$ cat src/rtl/load_port.sv
// load_port: issues load addresses to the memory interface and returns read
// data to the circuit in order. A credit counter bounds the in-flight loads
// so every issued request always has a free slot waiting in the return FIFO.
module load_port #(
  parameter int DATA_TYPE = 32,
  parameter int ADDR_TYPE = 32,
  parameter int NUM_SLOTS = 2
) (
  input  logic                 clk,
  input  logic                 rst,
  input  logic [ADDR_TYPE-1:0] addrIn,
  input  logic                 addrIn_valid,
  output logic                 addrIn_ready,
  output logic [ADDR_TYPE-1:0] addrOut,
  output logic                 addrOut_valid,
  input  logic                 addrOut_ready,
  input  logic [DATA_TYPE-1:0] dataFromMem,
  input  logic                 dataFromMem_valid,
  output logic                 dataFromMem_ready,
  output logic [DATA_TYPE-1:0] dataOut,
  output logic                 dataOut_valid,
  input  logic                 dataOut_ready
);

  localparam int CNT_W = $clog2(NUM_SLOTS + 1);
  localparam int PTR_W = (NUM_SLOTS > 1) ? $clog2(NUM_SLOTS) : 1;
  localparam logic [CNT_W-1:0] SLOTS    = CNT_W'(NUM_SLOTS);
  localparam logic [PTR_W-1:0] LAST_PTR = PTR_W'(NUM_SLOTS - 1);

  // Address register
  logic [ADDR_TYPE-1:0] r_addr_q;
  logic                 r_addr_full;

  // Credits: loads accepted but not yet handed back to the circuit
  logic [CNT_W-1:0]     r_cnt;

  // Return FIFO
  logic [DATA_TYPE-1:0] r_fifo [NUM_SLOTS];
  logic [PTR_W-1:0]     r_rd_ptr;
  logic [PTR_W-1:0]     r_wr_ptr;
  logic [CNT_W-1:0]     r_occ;

  logic w_credit_ok;
  logic w_load_en;
  logic w_addr_in_xfer;
  logic w_addr_out_xfer;
  logic w_fifo_full;
  logic w_fifo_empty;
  logic w_enq;
  logic w_deq;

  // Pointers wrap explicitly so non-power-of-2 depths work.
  function automatic logic [PTR_W-1:0] f_next_ptr(input logic [PTR_W-1:0] p);
    return (p == LAST_PTR) ? '0 : p + PTR_W'(1);
  endfunction

  // No same-cycle credit bypass: a credit freed this cycle is usable next cycle.
  assign w_credit_ok     = (r_cnt < SLOTS);
  assign w_load_en       = (!r_addr_full || addrOut_ready) && w_credit_ok;
  assign addrIn_ready    = w_load_en && !rst;
  assign w_addr_in_xfer  = addrIn_valid && addrIn_ready;
  assign w_addr_out_xfer = r_addr_full && addrOut_ready;
  assign addrOut         = r_addr_q;
  assign addrOut_valid   = r_addr_full;

  assign w_fifo_full       = (r_occ == SLOTS);
  assign w_fifo_empty      = (r_occ == '0);
  assign dataFromMem_ready = !w_fifo_full && !rst;
  assign w_enq             = dataFromMem_valid && dataFromMem_ready;
  assign w_deq             = !w_fifo_empty && dataOut_ready;
  assign dataOut           = r_fifo[r_rd_ptr];
  assign dataOut_valid     = !w_fifo_empty;

  // Address register: load a new address, or drain when the interface takes it.
  // NOTE: sequential state uses non-blocking assignments so every register
  // samples pre-edge values regardless of block ordering.
  always_ff @(posedge clk) begin
    if (rst) begin
      r_addr_q    <= '0;
      r_addr_full <= 1'b0;
    end else if (w_addr_in_xfer) begin
      r_addr_q    <= addrIn;
      r_addr_full <= 1'b1;
    end else if (w_addr_out_xfer) begin
      r_addr_full <= 1'b0;
    end
  end

  // Credit counter: +1 per accepted address, -1 per result delivered.
  always_ff @(posedge clk) begin
    if (rst) begin
      r_cnt <= '0;
    end else if (w_addr_in_xfer && !w_deq) begin
      r_cnt <= r_cnt + CNT_W'(1);
    end else if (!w_addr_in_xfer && w_deq) begin
      r_cnt <= r_cnt - CNT_W'(1);
    end
  end

  // FIFO control: pointers and occupancy.
  always_ff @(posedge clk) begin
    if (rst) begin
      r_rd_ptr <= '0;
      r_wr_ptr <= '0;
      r_occ    <= '0;
    end else begin
      if (w_enq) r_wr_ptr <= f_next_ptr(r_wr_ptr);
      if (w_deq) r_rd_ptr <= f_next_ptr(r_rd_ptr);
      if (w_enq && !w_deq)      r_occ <= r_occ + CNT_W'(1);
      else if (!w_enq && w_deq) r_occ <= r_occ - CNT_W'(1);
    end
  end

  // FIFO storage: write the returning read data at the tail.
  // NOTE: the entries are reset because the head is visible on dataOut right
  // after reset and must read as zero; this forces flops rather than a RAM.
  always_ff @(posedge clk) begin
    if (rst) begin
      for (int i = 0; i < NUM_SLOTS; i++) r_fifo[i] <= '0;
    end else if (w_enq) begin
      r_fifo[r_wr_ptr] <= dataFromMem;
    end
  end

  // Read data with no load outstanding is illegal stimulus.
  a_no_unsolicited_data : assert property (
    @(posedge clk) disable iff (rst) !(dataFromMem_valid && (r_cnt == '0))
  );

endmodule

$ cat config.mk
export PLATFORM = sky130hd
export DESIGN_NAME = load_port
export DESIGN_NICKNAME = d
export VERILOG_FILES = /design/src/rtl/load_port.sv
export SDC_FILE = /design/constraint.sdc
export NUM_CORES = 1
export LEC_CHECK = 0
export CORE_UTILIZATION = 49
export CTS_BUF_LIST = sky130_fd_sc_hd__clkbuf_4
export DETAILED_ROUTE_END_ITERATION = 6
export MAX_ROUTING_LAYER = met4
export PLACE_DENSITY = 0.87
export SYNTH_ARGS = -nofsm -noshare
export SYNTH_HDL_FRONTEND = slang
export SYNTH_SLANG_ARGS = --single-unit
$ cat constraint.sdc
create_clock -name clk -period 2.16 [get_ports clk]
set_input_delay 0.432 -clock clk [delete_from_list [all_inputs] [get_ports clk]]
set_output_delay 0.432 -clock clk [all_outputs]
set_load 0.05 [all_outputs]
Word-level counts from Yosys, hierarchy flattened
Memory sizes are Yosys's and may differ from the RTL's. A register that Yosys moved wholly into a read port is not among the register bits.
Index checks and enable logic that the tools add are counted.

storage, ports and cells
  flip-flop bits (word level) = 39
  memory bits (writable) = 64
  input bits = 70
  output and inout bits = 68
  logic and storage cells = 57
  memories kept = 1

operators by class
  add/sub/neg operators = 6
  magnitude comparators = 1
  eq/ne operators = 1
  muxes and demuxes = 18
  reduce and logical (&&, ||, !) cells = 24

memories
  memory  depth  bits a word  read ports  clocked after memory_dff  write ports  line  source
  r_fifo  2      32           1           1                         2            38    logic [DATA_TYPE-1:0] r_fifo [NUM_SLOTS];

operators by type and width
  kind                                               number
  2-to-1 mux 32 bit                                  1
  OR reduction 32 bit                                1
  2-to-1 mux 1 bit                                   13
  logical AND 1 bit                                  11
  2-to-1 mux 2 bit                                   4
  zero test 1 bit                                    7
  nonzero test 2 bit                                 3
  adder 2 x 1 -> 2 bit, second input constant        2
  subtractor 2 x 1 -> 2 bit, second input constant   2
  adder 1 bit, second input constant                 2
  == test 2 bit, second input constant               1
  zero test 2 bit                                    1
  less-than comparator 2 bit, second input constant  1
  logical OR 1 bit                                   1

Longest topological paths before layout
  word-level depth = 9
  depth in mapped cells = 9

Least setup slack after synthesis
No wires, ideal clock.

  path kind = register to register
  start point = register r_addr_full, in the netlist addrOut_valid
  end point = register r_cnt[1]
  arrival = 2,985 ps
  required time = 2,090 ps
  setup slack = -895 ps
  stages on the path, launching flop included = 9
  buffers on the path = 2
  cell sequence = dfxtp_1 nor2b_4 buf_6 buf_2 nor3_1 and2_1 ha_1 or3_1 a21oi_1

between the ends
  word-level cells in the longest chain between the ends = 8

RTL lines
  what                          line  source
  start: declaration            32    logic r_addr_full;
  start signal: assignment      80    r_addr_full <= 1'b0;
  start signal: assignment      83    r_addr_full <= 1'b1;
  start signal: assignment      85    r_addr_full <= 1'b0;
  zero test 1 bit *             59    assign w_load_en = (!r_addr_full || addrOut_ready) && w_credit_ok;
  logical OR 1 bit *            59
  logical AND 1 bit *           59
  logical AND 1 bit *           60    assign addrIn_ready = w_load_en && !rst;
  via addrIn_ready              13    output logic addrIn_ready,
  logical AND 1 bit *           61    assign w_addr_in_xfer = addrIn_valid && addrIn_ready;
  via w_addr_in_xfer            45    logic w_addr_in_xfer;
  zero test 1 bit               95    end else if (!w_addr_in_xfer && w_deq) begin
  logical AND 1 bit             95
  nonzero test 2 bit (no line)  -
  end signal: assignment        94    r_cnt <= r_cnt + CNT_W'(1);
  end signal: assignment        96    r_cnt <= r_cnt - CNT_W'(1);
  end: declaration              35    logic [CNT_W-1:0] r_cnt;

The timed path passes the listed nets; every way through them passes the cells marked *.
A chain may end at the register's enable or synchronous reset.

Worst setup path after layout
  start point = register r_addr_q[29], in the netlist addrOut[29]
  end point = output addrOut[29]

RTL lines
  what                      line  source
  start: declaration        31    logic [ADDR_TYPE-1:0] r_addr_q;
  start signal: assignment  82    r_addr_q <= addrIn;
  end: declaration          14    output logic [ADDR_TYPE-1:0] addrOut,

No word-level cell between the ends.

==> impl_results.md <==
- Minimum clock period: 2.06 ns
- Slew HR: 0.559
- WP data required: 1.73 ns
- Antenna cell count: 0
- Area leader, netlist: edfxtp_1
- Max stage delay on crit path: 0.82 ns
- Non-filler cells, final: 599
- Area Growth Syn to Fin: 42.2%
- WL final: 9.49 mm
- Global placer's final weighted congestion: 0.716
- DRC: 9
- Pre-antenna DRT Iters: 6
- Post-CTS setup buffers: 0
- Die X: 98.2 µm
- Top-area cell type share of the netlist area: 0.424
- Die height: 98.2 µm
- Crit path buf inv count: 1
- # IOs: 138
- 1st-iter DRT viols: 163
- Cells after Synth: 359
- Cell Rows: 34
- Synthesized net count: 431
- Post-detail-place hpwl: 6.44 mm
- GR Util All Layers: 0.209
- Inserted Clock Buffers: 9
- Vias in the first global route: 3,160
- Crit. End Element: output pin
- Top cells by area, synth: edfxtp_1, dfxtp_1, and2_1, mux2_2, or3b_1
- Failing checks: design-rule violations
- Worst reg2reg path depth: 4
- WS Path Type: register to output pin
- WHS Path Cells: 3
- Flops & latches, synth: 104
- Die ar.: 9640 µm²
- Clock buffer depth: 2
- Endpoints failing setup: 0
- Final ANT Viol Nets: 0
- Yosys warning total: 0
- Setup Skew: 0.0186 ns
- Slowest cell on crit path: clkdlybuf4s50_1
- Maxcap violations: 0
- Cell family with most CP delay: buffers and inverters
- Leading cell type in the layout, fill and taps excluded: clkdlybuf4s50_1
- Core ar.: 8850 µm²
- Clock tree sinks: 104
- Via count: 3,154
- WP data arrival: 1.63 ns
- Slew Limit Fails: 0
- Worst min-delay path class: input port to register
- Slew @ Worst Pin: 0.654 ns
- TritonCTS clock tree: done
- Synth Area per Inst: 12.6 µm²
- Layout cells sized above 1: 0.220
- Critical-path cell list: clkdlybuf4s50_1
- Wire length of the first global-routing pass: 15.2 mm
- Count of different cell masters after synthesis: 26
- Post-DR wirelength/cell: 15.8 µm
- I/O Buffers: 137
- CP max FO: 2
- NumNets Final: 558
- Startpoint Class: register
- Fin Hold WS: 0.410 ns
- Skew-Pair Late Insertion Delay: 0.46 ns
- Vias per cell: 5.27
- Maximum vdd drop: 0.000589 V
- Synthesized area: 4530 µm²
- Final worst-path cycle share: 0.955
- Largest net degree at the start of global routing: 65
- Hold Violations, Final: 0
- Clk root buf: clkbuf_4
- H-tree levels: 3
- Initial core utilization: 0.512
- Status: finished with violations
- Pwr Density: 1060 nW/µm²
- CP Depth: 1
- Clk slew on worst S/H paths: 0.16 ns
- Seq/Total Area, Yosys: 0.601
- Total congestion overflow: 0
- Lkg Pwr: 0.00241 µW
- Placed Cells: 583
- Initial antenna violation count: 0
- RSZ-0062 raised after global routing: false
- Fmax: 485 MHz
- Most frequent cells in the layout: clkdlybuf4s50_1, and2_1, edfxtp_1
-- cells by family after synthesis --
logic type / count (synthesis) / share of synthesized area
AND/OR/NAND/NOR: 116 / 0.185
buffers and inverters: 29 / 0.0406
multiplexers: 32 / 0.0795
AO/OA/AOI/OAI: 71 / 0.0789
flip-flops: 104 / 0.601
XOR/XNOR: 5 / 0.00966
adder cells (fa/ha/maj): 2 / 0.00552
-- per-stage QoR --
| stage | setup TNS, ns | instance area (µm²) | total power, µW | util | setup WS (ns) |
|---|---|---|---|---|---|
| after CTS | 0 | 6440 | 6910 | 0.728 | 0.0606 |
| after global routing | 0 | 6440 | 7140 | 0.728 | 0.0290 |
| after global placement | 0 | 6320 | 5910 | 0.714 | 0.0656 |
| after detailed placement | 0 | 6320 | 5980 | 0.714 | 0.00196 |
| final | 0 | 6440 | 6860 | 0.728 | 0.0969 |
| after floorplan | -0.0180 | 4570 | 4600 | - | -0.0180 |
-- what timing repair did --
item | 4_1_cts | 5_1_grt
hold buffers | 0 | 0
gates resized for setup | 1 | 0
setup endpoints to repair | 1 | 0
-- power breakdown --
part	total [µW]	switching, µW	internal [µW]
registers	2570	141	2430
clock network	943	685	258
logic	3350	1840	1510
-- worst paths after layout --
check,from,end,slack (ns)
setup reg to reg,r_occ[0]$_SDFFE_PP0P_,r_occ[1]$_SDFFE_PP0P_,0.27
setup / recovery,addrOut[29]$_SDFFE_PP0P_,addrOut[29],0.1
hold / removal,rst,r_wr_ptr$_SDFFE_PP0P_,0.41
hold reg to reg,addrOut[17]$_SDFFE_PP0P_,addrOut[17]$_SDFFE_PP0P_,0.48
-- layout make-up --
class	instances	area, µm²
sequential	104	2730
multi-input combinational	226	1650
tap	108	135
timing repair buffer	145	1800
fill	588	2400
clock inverter	7	60.1
clock buffer	9	67.6
-- state kept, by name, summed over array words and instances, names as in the netlist, named ones only --
name	cells
r_cnt	2
r_rd_ptr	1
r_wr_ptr	1
addrOut_valid	1
r_occ	2
addrOut	32
r_fifo	64
-- metal layers --
metal / track usage / vias up / part of all wire
met3: 0.0408 / 14 / 0.078
met1: 0.265 / 1488 / 0.41
met2: 0.333 / 120 / 0.49
met5: - / - / 0
li1: - / 1532 / -
met4: 0.0815 / 0 / 0.018
-- synthesized netlist by cell type --
master / count
buf_6: 7
and2_1: 65
or3b_1: 27
nor3_1: 1
nor2_1: 5
xor2_1: 5
dfxtp_1: 40
nor2b_4: 2
clkbuf_1: 11
mux2_2: 32
nor3b_1: 1
buf_2: 6
and4bb_2: 1
nor4b_4: 1
edfxtp_1: 64
ha_1: 2
or3b_2: 5
o21bai_1: 1
a21oi_1: 35
or3_1: 2
nand2b_4: 1
clkbuf_8: 1
o21ai_0: 35
nand2b_1: 2
clkbuf_2: 4
or2_2: 3
No activity file was read; power rests on OpenSTA's default activity.
